[src/rtl/ex_muldiv_unit.sv]
// Iterative MULT/MULTU/DIV/DIVU unit for the EX stage: one shift-add or restoring
// shift-subtract step per cycle, results written to HI/LO after sign fixup.
module ex_muldiv_unit #(
  parameter int unsigned WIDTH = 32
) (
  input  logic             clk,
  input  logic             rst_n,
  input  logic             start,
  input  logic [1:0]       op,
  input  logic [WIDTH-1:0] ReadData1,
  input  logic [WIDTH-1:0] ReadData2,
  input  logic             flush,
  output logic             busy,
  output logic             stall,
  output logic             done,
  output logic [WIDTH-1:0] HI,
  output logic [WIDTH-1:0] LO
);

  localparam int unsigned CntW = (WIDTH > 1) ? $clog2(WIDTH) : 1;
  localparam logic [CntW-1:0] CntLast = CntW'(WIDTH - 1);

  typedef enum logic [1:0] {StIdle, StCalc, StDone} state_e;

  state_e           r_state, w_state_nxt;
  logic [CntW-1:0]  r_cnt;
  logic             r_div, r_neg_q, r_neg_r, r_div0;
  logic [WIDTH-1:0] r_a, r_acc, r_q, r_hi, r_lo;

  logic             w_busy, w_accept, w_last;
  logic             w_signed, w_sign1, w_sign2;
  logic [WIDTH-1:0] w_mag1, w_mag2;
  logic [WIDTH:0]   w_sum, w_shift, w_diff;
  logic [WIDTH-1:0] w_acc_nxt, w_q_nxt, w_hi_fix, w_lo_fix;
  logic [2*WIDTH-1:0] w_prod, w_prod_fix;

  // State register
  always_ff @(posedge clk or negedge rst_n) begin
    if (!rst_n) begin
      r_state <= StIdle;
    end else begin
      r_state <= w_state_nxt;
    end
  end

  assign w_last = (r_cnt == CntLast);

  // Next-state logic; flush overrides everything, including a same-cycle start
  always_comb begin
    w_state_nxt = r_state;
    if (flush) begin
      w_state_nxt = StIdle;
    end else begin
      case (r_state)
        StIdle:  if (start) w_state_nxt = StCalc;
        StCalc:  if (w_last) w_state_nxt = StDone;
        StDone:  w_state_nxt = start ? StCalc : StIdle;
        default: w_state_nxt = StIdle;
      endcase
    end
  end

  // Output logic
  always_comb begin
    w_busy = (r_state == StCalc);
    busy   = w_busy;
    done   = (r_state == StDone);
    stall  = w_busy | (start & ~w_busy);
  end

  assign w_accept = start & ~flush & (r_state != StCalc);

  // Operand conditioning: signed ops work on magnitudes, signs kept for fixup
  always_comb begin
    w_signed = ~op[0];
    w_sign1  = w_signed & ReadData1[WIDTH-1];
    w_sign2  = w_signed & ReadData2[WIDTH-1];
    w_mag1   = w_sign1 ? -ReadData1 : ReadData1;
    w_mag2   = w_sign2 ? -ReadData2 : ReadData2;
  end

  // One iteration step; r_q holds the multiplier / dividend and collects the result
  always_comb begin
    w_sum   = {1'b0, r_acc} + (r_q[0] ? {1'b0, r_a} : '0);
    w_shift = {r_acc, r_q[WIDTH-1]};
    w_diff  = w_shift - {1'b0, r_a};
    if (r_div) begin
      if (!w_diff[WIDTH]) begin
        w_acc_nxt = w_diff[WIDTH-1:0];
        w_q_nxt   = {r_q[WIDTH-2:0], 1'b1};
      end else begin
        w_acc_nxt = w_shift[WIDTH-1:0];
        w_q_nxt   = {r_q[WIDTH-2:0], 1'b0};
      end
    end else begin
      w_acc_nxt = w_sum[WIDTH:1];
      w_q_nxt   = {w_sum[0], r_q[WIDTH-1:1]};
    end
  end

  // Sign fixup of the final step; divide by zero forces an all-ones quotient
  always_comb begin
    w_prod     = {w_acc_nxt, w_q_nxt};
    w_prod_fix = r_neg_q ? -w_prod : w_prod;
    if (r_div) begin
      w_hi_fix = r_neg_r ? -w_acc_nxt : w_acc_nxt;
      w_lo_fix = r_div0 ? '1 : (r_neg_q ? -w_q_nxt : w_q_nxt);
    end else begin
      w_hi_fix = w_prod_fix[2*WIDTH-1:WIDTH];
      w_lo_fix = w_prod_fix[WIDTH-1:0];
    end
  end

  // Datapath registers
  always_ff @(posedge clk or negedge rst_n) begin
    if (!rst_n) begin
      r_cnt   <= '0;
      r_div   <= 1'b0;
      r_neg_q <= 1'b0;
      r_neg_r <= 1'b0;
      r_div0  <= 1'b0;
      r_a     <= '0;
      r_acc   <= '0;
      r_q     <= '0;
      r_hi    <= '0;
      r_lo    <= '0;
    end else if (w_accept) begin
      r_cnt   <= '0;
      r_div   <= op[1];
      r_neg_q <= w_sign1 ^ w_sign2;
      r_neg_r <= w_sign1;
      r_div0  <= op[1] & (ReadData2 == '0);
      r_a     <= op[1] ? w_mag2 : w_mag1;
      r_q     <= op[1] ? w_mag1 : w_mag2;
      r_acc   <= '0;
    end else if ((r_state == StCalc) && !flush) begin
      r_cnt <= r_cnt + CntW'(1);
      r_acc <= w_acc_nxt;
      r_q   <= w_q_nxt;
      if (w_last) begin
        r_hi <= w_hi_fix;
        r_lo <= w_lo_fix;
      end
    end
  end

  assign HI = r_hi;
  assign LO = r_lo;

endmodule
[config.mk]
export PLATFORM = sky130hd
export DESIGN_NAME = ex_muldiv_unit
export DESIGN_NICKNAME = d
export VERILOG_FILES = /design/src/rtl/ex_muldiv_unit.sv
export SDC_FILE = /design/constraint.sdc
export NUM_CORES = 1
export LEC_CHECK = 0
export CORE_MARGIN = 2
export CORE_UTILIZATION = 40
export CTS_CLUSTER_SIZE = 40
export DETAILED_ROUTE_END_ITERATION = 16
export MAX_ROUTING_LAYER = met4
export PLACE_DENSITY = 0.6
export REMOVE_ABC_BUFFERS = 1
export SLEW_MARGIN = 40
export SYNTH_ARGS = -nofsm -noshare
export SYNTH_HDL_FRONTEND = slang
export SYNTH_SLANG_ARGS = --single-unit
[constraint.sdc]
create_clock -name clk -period 6.4 [get_ports clk]
set_input_delay 1.28 -clock clk [delete_from_list [all_inputs] [get_ports clk]]
set_output_delay 1.28 -clock clk [all_outputs]
set_load 0.03 [all_outputs]
==> flow_summary.json <==
{
  "grt_pass1_wl_mm": 92.3,
  "hold_buffers": 0,
  "layout_common_cells": "nand2_1, nor2_1, a21oi_1",
  "utilization_pct": 47.7,
  "drt-met1-wl_mm": 26.2,
  "syn2layout_area_growth_pct": 17.1,
  "dieArea_um2": 40000,
  "synth-compound-area-share_pct": 27.0,
  "crit_arrival_ps": 6210,
  "setup.worst_path.end_class": "flop",
  "cp-start-kind": "flop",
  "power.total_mw": 6.78,
  "drtAntennaViolNets": 0,
  "report.final.slew_viol_count": 0,
  "first_global_vias": 15100,
  "drtIter0Drc": 1489,
  "wl_met2_mm": 27.7,
  "numCtsBuffers": 17,
  "synth_top_family_by_area": "compound AO/OA/AOI/OAI gates",
  "ff2ff_path_depth": 23,
  "min_period_over_period_pct": 91.0,
  "synthXorXnorAreaFrac_pct": 9.63,
  "mostFrequentLayoutCell": "nand2_1",
  "die_h_um": 200,
  "drv_cap": 0,
  "status": "complete, no violations",
  "yosys.area_share.adder_pct": 5.96,
  "p_leak_nw": 7.58,
  "wirelength_mm": 60.4,
  "cts_tree": "done",
  "syn_area_per_cell_um2": 7.66,
  "top_layer_used": "met4",
  "finalSetupViolCount": 0,
  "required_ps": 6790,
  "path_clk_slew_ps": 70,
  "clock_path_buffers": 2,
  "ir_drop_mv": 0.221,
  "dr_wl_met3_mm": 3.98,
  "ys_ff_latch": 171,
  "place_congestion": 1.00,
  "portBuffers": 136,
  "critPathKind": "flop to flop",
  "fmax_ghz": 0.172,
  "rsz0062_at_grt": "no",
  "start_util_pct": 40.7,
  "viasPerCell": 6.00,
  "async_reset_ff_share_pct": 100,
  "synthFlopType": "dfrtp_1",
  "cts_root_buffer": "clkbuf_16",
  "wl_per_cell_um": 23.0,
  "hpwlAfterDp_mm": 46.6,
  "die_x_um": 200,
  "clock_latency_ps": 470,
  "nets": 2244,
  "hold_viol_final": 0,
  "grt_max_degree": 89,
  "io_pins": 137,
  "num_vias": 15800,
  "design.core.area_um2": 37800,
  "powerDensity_nw_per_um2": 377,
  "hp-class": "flop to flop",
  "antenna_found_initial": 2,
  "rows": 71,
  "numClockSinks": 171,
  "first_pass_iters": 5,
  "syn_area_um2": 15400,
  "ctsResizeCount": 0,
  "placed_cells": 2593,
  "fin_skew_ps": 13.9,
  "layout.cells.non_filler": 2628,
  "htree_levels": 4,
  "slew_headroom_pct": 42.5,
  "tns_ps": 0,
  "tightest_slew_ps": 838,
  "period_needed_ps": 5830,
  "drc": 0,
  "path_max_fanout": 6,
  "synthCells": 2006,
  "yosys_warnings": 0,
  "synth_simple_gate_area_share_pct": 22.1,
  "drive_above_1_share_pct": 6.48,
  "ys_types": 98,
  "track_usage_pct": 31.7,
  "yosysSeqAreaShare_pct": 27.8,
  "hold_depth": 2,
  "muxShareOfSynthArea_pct": 3.13,
  "post-cts-setup-buffers": 0,
  "overflow": 0,
  "synth_edf_count": 0
}
metrics by stage:
step,area [um2],hold slack [ps],worst slack [ps]
6_report,18000,476,574
5_1_grt,18000,501,79.9
4_1_cts,18000,484,644
3_5_place_dp,17400,470,697
3_3_place_gp,17300,462,962
2_1_floorplan,15000,449,-428
worst max-delay path, cell delays in order (launching register included):
cell	delay [ps]
dfrtp_1	390
inv_1	90
ha_1	170
inv_1	60
fa_1	430
nand2_1	100
a211oi_2	90
o21ai_1	200
nand3_1	320
a311o_2	460
a31oi_1	380
ha_1	270
o211ai_1	120
o21bai_1	230
nor3_1	270
and2_1	300
nand3_1	190
or3_1	340
a21oi_1	470
nor2_1	120
nor3_1	260
a31oi_1	150
xor2_1	170
o21ai_0	140
synthesized netlist by cell type (all sizes together) (9+ instances only):
cell type  count  area share, %
nand2        241            5.9
nor2         209            5.1
o21ai        206            6.8
a21oi        205            6.7
dfrtp        171             28
xnor2         94            5.4
clkbuf        77            1.9
xor2          75            4.3
ha            70            5.7
inv           62            1.5
nor3          52            1.8
and2          42            1.7
mux2i         42            2.7
a21o          27            1.3
a31oi         26            1.1
buf           26           0.86
nand3         26           0.88
a211oi        22            1.2
nand4         22           0.90
a22o          21            1.2
nor2b         20           0.81
or3           18           0.73
nor4          16           0.69
o211ai        16           0.81
o31ai         16           0.81
o21a          15           0.73
nand2b        14           0.57
o21bai        14           0.68
nor3b         11           0.60
and3           9           0.37
o221ai         9           0.59
o22ai          9           0.37
worst paths after layout:
check / from / to / slack [ps]
max: r_q[31] / HI[28] / 570
min: HI[17] / HI[17] / 480
max reg2reg: r_q[31] / HI[28] / 570
min reg2reg: HI[17] / HI[17] / 480
max in group asynchronous: rst_n / r_acc[22] / 4770
min in group asynchronous: rst_n / LO[15] / 800
state kept, by name, indices dropped and copies added (netlist names):
name     flops
r_div        1
r_state      2
r_acc       32
r_q         32
r_a         32
r_neg_q      1
LO          32
r_neg_r      1
r_div0       1
HI          32
r_cnt        5
power breakdown:
group | internal, mW | leakage [nW] | total [mW] | switching (mW)
logic | 1.50 | 5.02 | 4.16 | 2.66
clock network | 0.660 | 0.301 | 1.15 | 0.495
registers | 1.23 | 2.27 | 1.46 | 0.229
per-layer routing:
metal | up-vias | global-route usage, %
li1 | 7397 | -
met1 | 7569 | 41.5
met2 | 665 | 48.7
met3 | 137 | 4.89
met4 | 0 | 13.3
met5 | - | -
logic make-up (layout without fill, tap and decap cells):
logic type / count (synthesis) / in the layout
compound gates: 661 / 661
xor+xnor: 169 / 169
fa+ha+maj: 72 / 72
buf+inv: 168 / 277
flops: 171 / 171
mux: 47 / 47
other cells: 0 / 2
simple gates: 718 / 718
area by class of cell:
cell class / count / area [um2]
Clock buffer: 24 / 492
Multi-Input combinational cell: 1667 / 10500
Timing Repair Buffer: 180 / 1720
Fill cell: 3815 / 19800
Antenna cell: 2 / 5.00
Inverter: 65 / 244
Sequential cell: 171 / 4280
Tap cell: 511 / 639
Clock inverter: 8 / 133
(Power assumes the default switching activity.)
